**config.mk**
```make
export PLATFORM = sky130hd
export DESIGN_NAME = lfsr_rng
export DESIGN_NICKNAME = d
export VERILOG_FILES = /design/src/rtl/lfsr_rng.sv
export SDC_FILE = /design/constraint.sdc
export NUM_CORES = 1
export LEC_CHECK = 0
export BUFFER_PORTS_ARGS = -buffer_cell sky130_fd_sc_hd__buf_2
export CAP_MARGIN = 20
export CORE_ASPECT_RATIO = 1.4
export CORE_MARGIN = 2
export CORE_UTILIZATION = 50
export CTS_BUF_LIST = sky130_fd_sc_hd__clkbuf_16
export DETAILED_ROUTE_END_ITERATION = 16
export GPL_ROUTABILITY_DRIVEN = 0
export PLACE_DENSITY = 0.87
export REMOVE_ABC_BUFFERS = 1
export SLEW_MARGIN = 20
export SYNTH_ARGS = -nofsm -noshare
export SYNTH_HDL_FRONTEND = slang
export SYNTH_SLANG_ARGS = --single-unit
```
**constraint.sdc**
```tcl
create_clock -name CLK -period 1.8 [get_ports CLK]
set_input_delay 0.36 -clock CLK [delete_from_list [all_inputs] [get_ports CLK]]
set_output_delay 0.36 -clock CLK [all_outputs]
set_load 0.1 [all_outputs]
```
**src/rtl/lfsr_rng.sv**
```systemverilog
// lfsr_rng: Fibonacci LFSR random source with runtime seed load, zero-seed
// substitution and an unbiased digit stream. Digits are drawn by rejection
// sampling over non-overlapping 4-bit windows of fresh feedback bits and are
// offered on a valid/ready handshake.
module lfsr_rng #(
    parameter int               WIDTH      = 16,
    parameter logic [WIDTH-1:0] TAPS       = 16'hB400,
    parameter logic [WIDTH-1:0] SEED       = 16'hBEEF,
    parameter int               DIGIT_BASE = 10
) (
    input  logic             CLK,
    input  logic             RESET_N,
    input  logic             en,
    input  logic             seed_load,
    input  logic [WIDTH-1:0] seed_in,
    output logic [WIDTH-1:0] rand_out,
    output logic [3:0]       digit,
    output logic             digit_valid,
    input  logic             digit_ready,
    output logic             seed_zero,
    output logic [7:0]       reject_cnt
);

    // COLLECT gathers four fresh bits per candidate; HOLD offers an accepted digit.
    typedef enum logic {
        COLLECT = 1'b0,
        HOLD    = 1'b1
    } state_e;

    localparam logic [4:0] BASE = 5'(DIGIT_BASE);

    state_e           state_q, state_d;
    logic [WIDTH-1:0] lfsr_q, lfsr_d;
    logic [1:0]       sc_q, sc_d;
    logic [3:0]       digit_q, digit_d;
    logic             valid_q, valid_d;
    logic             zero_q, zero_d;
    logic [7:0]       rej_q, rej_d;

    logic             fb;
    logic [WIDTH-1:0] shifted;
    logic [3:0]       candidate;

    // State register: every flop returns to its documented value on reset.
    // NOTE: non-blocking assignments here so all flops sample the same pre-edge values.
    always_ff @(posedge CLK or negedge RESET_N) begin
        if (!RESET_N) begin
            state_q <= COLLECT;
            lfsr_q  <= SEED;
            sc_q    <= 2'd0;
            digit_q <= 4'd0;
            valid_q <= 1'b0;
            zero_q  <= 1'b0;
            rej_q   <= 8'd0;
        end else begin
            state_q <= state_d;
            lfsr_q  <= lfsr_d;
            sc_q    <= sc_d;
            digit_q <= digit_d;
            valid_q <= valid_d;
            zero_q  <= zero_d;
            rej_q   <= rej_d;
        end
    end

    // Next-state logic: seed load overrides shifting, sampling and the handshake.
    always_comb begin
        fb        = ^(lfsr_q & TAPS);
        shifted   = {lfsr_q[WIDTH-2:0], fb};
        // After the 4th shift of a window the low nibble is entirely new feedback.
        candidate = shifted[3:0];

        // NOTE: every next-state signal defaults to its current value first, so no path leaves it unassigned and no latch is inferred.
        state_d = state_q;
        lfsr_d  = lfsr_q;
        sc_d    = sc_q;
        digit_d = digit_q;
        valid_d = valid_q;
        zero_d  = zero_q;
        rej_d   = rej_q;

        if (seed_load) begin
            // A zero seed would lock the LFSR, so substitute the reset seed.
            lfsr_d  = (seed_in == '0) ? SEED : seed_in;
            zero_d  = (seed_in == '0);
            sc_d    = 2'd0;
            rej_d   = 8'd0;
            valid_d = 1'b0;
            state_d = COLLECT;
        end else begin
            if (en) begin
                lfsr_d = shifted;
            end
            unique case (state_q)
                COLLECT: begin
                    if (en) begin
                        if (sc_q == 2'd3) begin
                            sc_d = 2'd0;
                            if ({1'b0, candidate} < BASE) begin
                                digit_d = candidate;
                                valid_d = 1'b1;
                                state_d = HOLD;
                            end else if (rej_q != 8'hFF) begin
                                rej_d = rej_q + 8'd1;
                            end
                        end else begin
                            sc_d = sc_q + 2'd1;
                        end
                    end
                end
                HOLD: begin
                    // The LFSR may keep shifting here, but no window is counted.
                    if (valid_q && digit_ready) begin
                        valid_d = 1'b0;
                        state_d = COLLECT;
                    end
                end
                default: state_d = COLLECT;
            endcase
        end
    end

    // Outputs come straight from registers; no input reaches an output combinationally.
    always_comb begin
        rand_out    = lfsr_q;
        digit       = digit_q;
        digit_valid = valid_q;
        seed_zero   = zero_q;
        reject_cnt  = rej_q;
    end

endmodule

```
**Yosys cells after proc, flatten, opt, wreduce, memory -nomap -nowiden**

Cells that the tools add are included.

- Bits in registers: 33
- Input bits: 21
- Logic and storage cells: 55

- Add/sub/neg operators: 2
- Magnitude comparators: 1
- Eq/ne operators: 8
- Multiplexer cells: 25
- Bitwise operators: 2
- Reductions and logical operators: 10

Operators by type and width:

| kind | number |
|---|---|
| $mux W16 | 3 |
| $mux W8 | 6 |
| $logic_not A16 Y1 | 1 |
| $reduce_xor A16 Y1 | 1 |
| $mux W1 | 10 |
| $reduce_and A5 Y1 | 2 |
| $ne A3 B3 Y1 const B | 3 |
| $add A8 B1 Y8 const B | 1 |
| $mux W2 | 4 |
| $ne A8 B8 Y1 const B | 1 |
| $reduce_bool A2 Y1 | 3 |
| $lt A4 B4 Y1 const B | 1 |
| $ne A2 B2 Y1 const B | 2 |
| $pmux W1 S2 | 2 |
| $reduce_and A4 Y1 | 1 |
| $ne A3 B2 Y1 const B | 1 |
| $add A2 B1 Y2 const B | 1 |
| $eq A2 B2 Y1 const B | 1 |
| $not A1 Y1 | 2 |
| $reduce_and A2 Y1 | 1 |
| $logic_and A1 B1 Y1 | 1 |

**Logic depth before layout (Yosys ltp)**

- Depth after elaboration: 7
- Depth in mapped cells: 6

**Worst setup path before layout**

No wires, ideal clock.

- Path kind: flip-flop to flip-flop
- Start point: reg rej_q[0] (netlist: reject_cnt[0])
- End point: reg rej_q[6] (netlist: reject_cnt[6])
- Setup time: 0.125 ns
- Arrival: 2.088 ns
- Data required time: 1.675 ns
- Path slack: -0.413 ns
- Cell stages (with the launch flop): 7
- Buffers on the path: 1
- Cells stage by stage: dfrtp_1 -> ha_1 -> nand3_1 -> o211ai_2 -> buf_2 -> nor3_1 -> mux2_2

- Cells in the longest elaborated chain, start to end: 7

Ends and longest elaborated chain:

| item | RTL line | source |
|---|---|---|
| from (decl) | 38 | `logic [7:0] rej_q, rej_d;` |
| from (signal assigned) | 62 | `rej_q <= rej_d;` |
| $add A8 B1 Y8 | 104 | `rej_d = rej_q + 8'd1;` |
| $mux W8 | 103 | `end else if (rej_q != 8'hFF) begin` |
| $mux W8 | 99 | `if ({1'b0, candidate} < BASE) begin` |
| $mux W8 | 97 | `if (sc_q == 2'd3) begin` |
| $mux W8 | 96 | `if (en) begin` |
| $mux W8 | 94 | `unique case (state_q)` |
| $mux W8 | 82 | `if (seed_load) begin` |

Several ways; a longest one is shown, not always the timed one. The select of a mux whose other input is x is not followed.
A chain may end at the register's enable or synchronous reset.

**Final worst setup path**

- Start point: reg sc_q[0]
- End point: reg digit_q[3] (netlist: digit[3])

- Cells in the longest elaborated chain, start to end: 2

Ends and longest elaborated chain:

| item | RTL line | source |
|---|---|---|
| from (decl) | 34 | `logic [1:0] sc_q, sc_d;` |
| from (signal assigned) | 50 | `sc_q <= 2'd0;` |
| from (signal assigned) | 58 | `sc_q <= sc_d;` |
| $eq A2 B2 Y1 | 97 |  |
| $reduce_and A5 Y1 (no source line) | - |  |
| to (signal assigned) | 59 | `digit_q <= digit_d;` |
| to (decl) | 35 | `logic [3:0] digit_q, digit_d;` |

Every way passes these cells.

==> impl_metrics.toml <==
[clocking]
clkTransAtPathRegs_ps = 60
cts_buffer_depth = 2
numCtsBuffers = 5
hold_buffers = 0
clk_root_buffer_cell = "clkbuf_16"
clock-sinks = 33
cts_tree = "yes"
h-tree-depth = 2
clock_latency_ps = 280
cts_resized = 0
post_cts_buffers = 0

[final_layout]
nFillCells = 287
diodes = 0
drive_gt1_frac = 0.400
multi_input_area_um2 = 768
nets = 242
area_growth_pct = 25.7
layout.area.seq_um2 = 842

[yosys]
avgSynthCellArea_um2 = 10.2
synth_cell_types = 33
async_flop_share = 1.00
yosys_register_bits = 33
ys_seq_area_frac = 0.496
syn_inst = 166
synth_flop_cell = "dfrtp_1"
yosysWarnings = 0
syn-cell-area_mm2 = 0.00170
synth-edff-count = 0

[setup_path]
cp_top_family = "simple AND/OR/NAND/NOR gates"
crit_path_end_kind = "flip-flop"
slowest_stage = "mux2_2"
path_cells = "ha_1 > and3b_1 > nand2b_1 > nor2_1 > mux2_2"
rr_worst_depth = 5
critical_path.startpoint = "sc_q[0]$_DFFE_PN0P_"
critPathLaunchType = "flip-flop"
cp_slowest_stage_delay_ps = 380
r2r_slack_ps = 160
r2r_start = "sc_q[0]$_DFFE_PN0P_"
worstPathRequired_ps = 1960
cp.buffers_inverters = 0
cp.arrival_ps = 1810
cp_max_fo = 4
timing.rr.end = "digit[3]$_DFFE_PN0P_"
critical_path_class = "flip-flop to flip-flop"

[power_and_ir_drop]
pwr-share-clk = 0.348
p_int_mw = 1.47
p_sw_frac = 0.376
leakagePower_nw = 1.05
ir_drop_mv = 0.896
pwr-share-comb = 0.282
power.switching_mw = 0.887
power_frac_seq = 0.370
p_per_area_mw_per_mm2 = 1110

[die]
io_pins = 51
coreArea_mm2 = 0.00332
row_count = 25
initial_core_util = 0.512
die_w_um = 53.2
fp.dieH_um = 72.9
die_area_mm2 = 0.00388

[grt]
grt_start_max_net_pins = 34
grt_pass1_vias = 1351
grt_overflow = 0
gr-usage-all-layers = 0.221
grt_pass1_wl_mm = 6.19
antenna_found_initial = 0

[route]
drtIter0Drc = 25
vias_per_cell = 5.46
wl_per_cell_um = 14.0
totalWireLength_mm = 3.64
route.antenna.remaining_nets = 0
drc = 0
num_vias = 1420
drtPass1Iterations = 4

[place]
portBuffers = 50
dp_hpwl_mm = 2.63

[min_path]
hp-class = "primary input to async pin"

[sta]
setup_viol_count_final = 0
hold_viol_final = 0
whs_ps = 123
fin_crit_ps = 1640
worstMarginPinSlew_ps = 703
fin_crit_sh = 0.913
tns_ps = 0
final_max_slew_viol_count = 0
relSlewSlack = 0.531
fin_worst_skew_ps = 7.01
timing.fmax_mhz = 609
rsz0062_at_grt = "no"

[flow_run]
maxCapViolations = 0

[run_status]
run_status = "complete, no violations"
[area by class of cell]
class	instances	share of cell area
Clock buffer	5	0.0587
Clock inverter	3	0.00822
Inverter	11	0.0194
Multi-Input combinational cell	113	0.360
Sequential cell	33	0.395
Tap cell	40	0.0235
Timing Repair Buffer	55	0.135
[power groups by stage]
stage | sequential [mW] | combinational (mW) | clock (mW)
after floorplan | 1.28 | 0.126 | 0
after global placement | 0.882 | 0.661 | 0
after detailed placement | 0.883 | 0.668 | 0
after CTS | 0.873 | 0.669 | 0.837
after global routing | 0.884 | 0.696 | 0.880
final | 0.873 | 0.665 | 0.821
[per-layer routing]
layer,vias to the layer above,part of all wire,global-route usage
met5,-,0,0
met4,0,0.021,0.0883
met3,8,0.055,0.0738
met2,50,0.49,0.347
met1,677,0.43,0.275
li1,685,-,-
[sequential cells by signal, indices dropped and copies added, names as in the netlist]
name,flops
seed_zero,1
digit_valid,1
state_q,1
reject_cnt,8
digit,4
rand_out,16
sc_q,2
[Yosys cell counts (3+ instances only)]
library cell | number | area [um2]
nand3_1 | 4 | 20.0
or4_1 | 3 | 22.5
nor2b_1 | 7 | 43.8
a31oi_1 | 7 | 43.8
nor2_1 | 9 | 33.8
dfstp_2 | 13 | 342
clkbuf_1 | 4 | 15.0
inv_1 | 11 | 41.3
buf_2 | 3 | 15.0
nor3_1 | 3 | 15.0
nand2_1 | 13 | 48.8
mux2i_1 | 10 | 100
dfrtp_1 | 20 | 500
nand2b_1 | 3 | 18.8
o21ai_0 | 8 | 40.0
mux2_2 | 9 | 101
a211oi_1 | 7 | 52.6
or3_1 | 3 | 18.8
a21oi_1 | 9 | 45.0
xnor2_1 | 3 | 26.3
[cell families after synthesis]
group / after synthesis / synth area share
AND/OR/NAND/NOR: 52 / 0.166
AO/OA/AOI/OAI: 36 / 0.133
flip-flops: 33 / 0.496
buffers and inverters: 20 / 0.0509
multiplexers: 19 / 0.119
XOR/XNOR: 4 / 0.0207
adder cells (fa/ha/maj): 2 / 0.0147
[through the flow]
step / area [um2] / worst slack, ps / total power [mW] / cells / util
finish: 2130 / 157 / 2.36 / 260 / 0.643
detailed placement: 1990 / 10.8 / 1.55 / 252 / 0.600
CTS: 2130 / 129 / 2.38 / 260 / 0.643
global route: 2130 / 21.5 / 2.46 / 260 / 0.643
global placement: 1990 / 38.8 / 1.54 / 252 / 0.600
floorplan: 1650 / -426 / 1.40 / 157 / -
[worst max-delay path by stage]
| stage | endpoint | depth (start not counted) |
|---|---|---|
| after floorplan | reject_cnt[6]$_DFFE_PN0P_ | 5 |
| after global placement | rand_out[9]$_DFFE_PN1P_ | 5 |
| after detailed placement | rand_out[15]$_DFFE_PN1P_ | 5 |
| after CTS | digit[3]$_DFFE_PN0P_ | 5 |
| after global routing | digit[3]$_DFFE_PN0P_ | 5 |
| final | digit[3]$_DFFE_PN0P_ | 5 |
[placed cells by master, fill, tap and decap left out, types with 2 or more instances in the layout]
cell       netlist  routed
buf_2            3      50
dfrtp_1         20      20
nand2_1         13      13
dfstp_2         13      13
inv_1           11      11
mux2i_1         10      10
a21oi_1          9       9
mux2_2           9       9
nor2_1           9       9
o21ai_0          8       8
nor2b_1          7       7
a211oi_1         7       7
a31oi_1          7       7
clkbuf_16        0       5
buf_4            0       5
nand3_1          4       4
nand2b_1         3       3
nor3_1           3       3
or4_1            3       3
xnor2_1          3       3
or3_1            3       3
nor4_1           2       2
nand4_2          2       2
o31ai_1          2       2
ha_1             2       2
clkinv_2         0       2
Note: power is estimated with default switching activity, not from simulation.
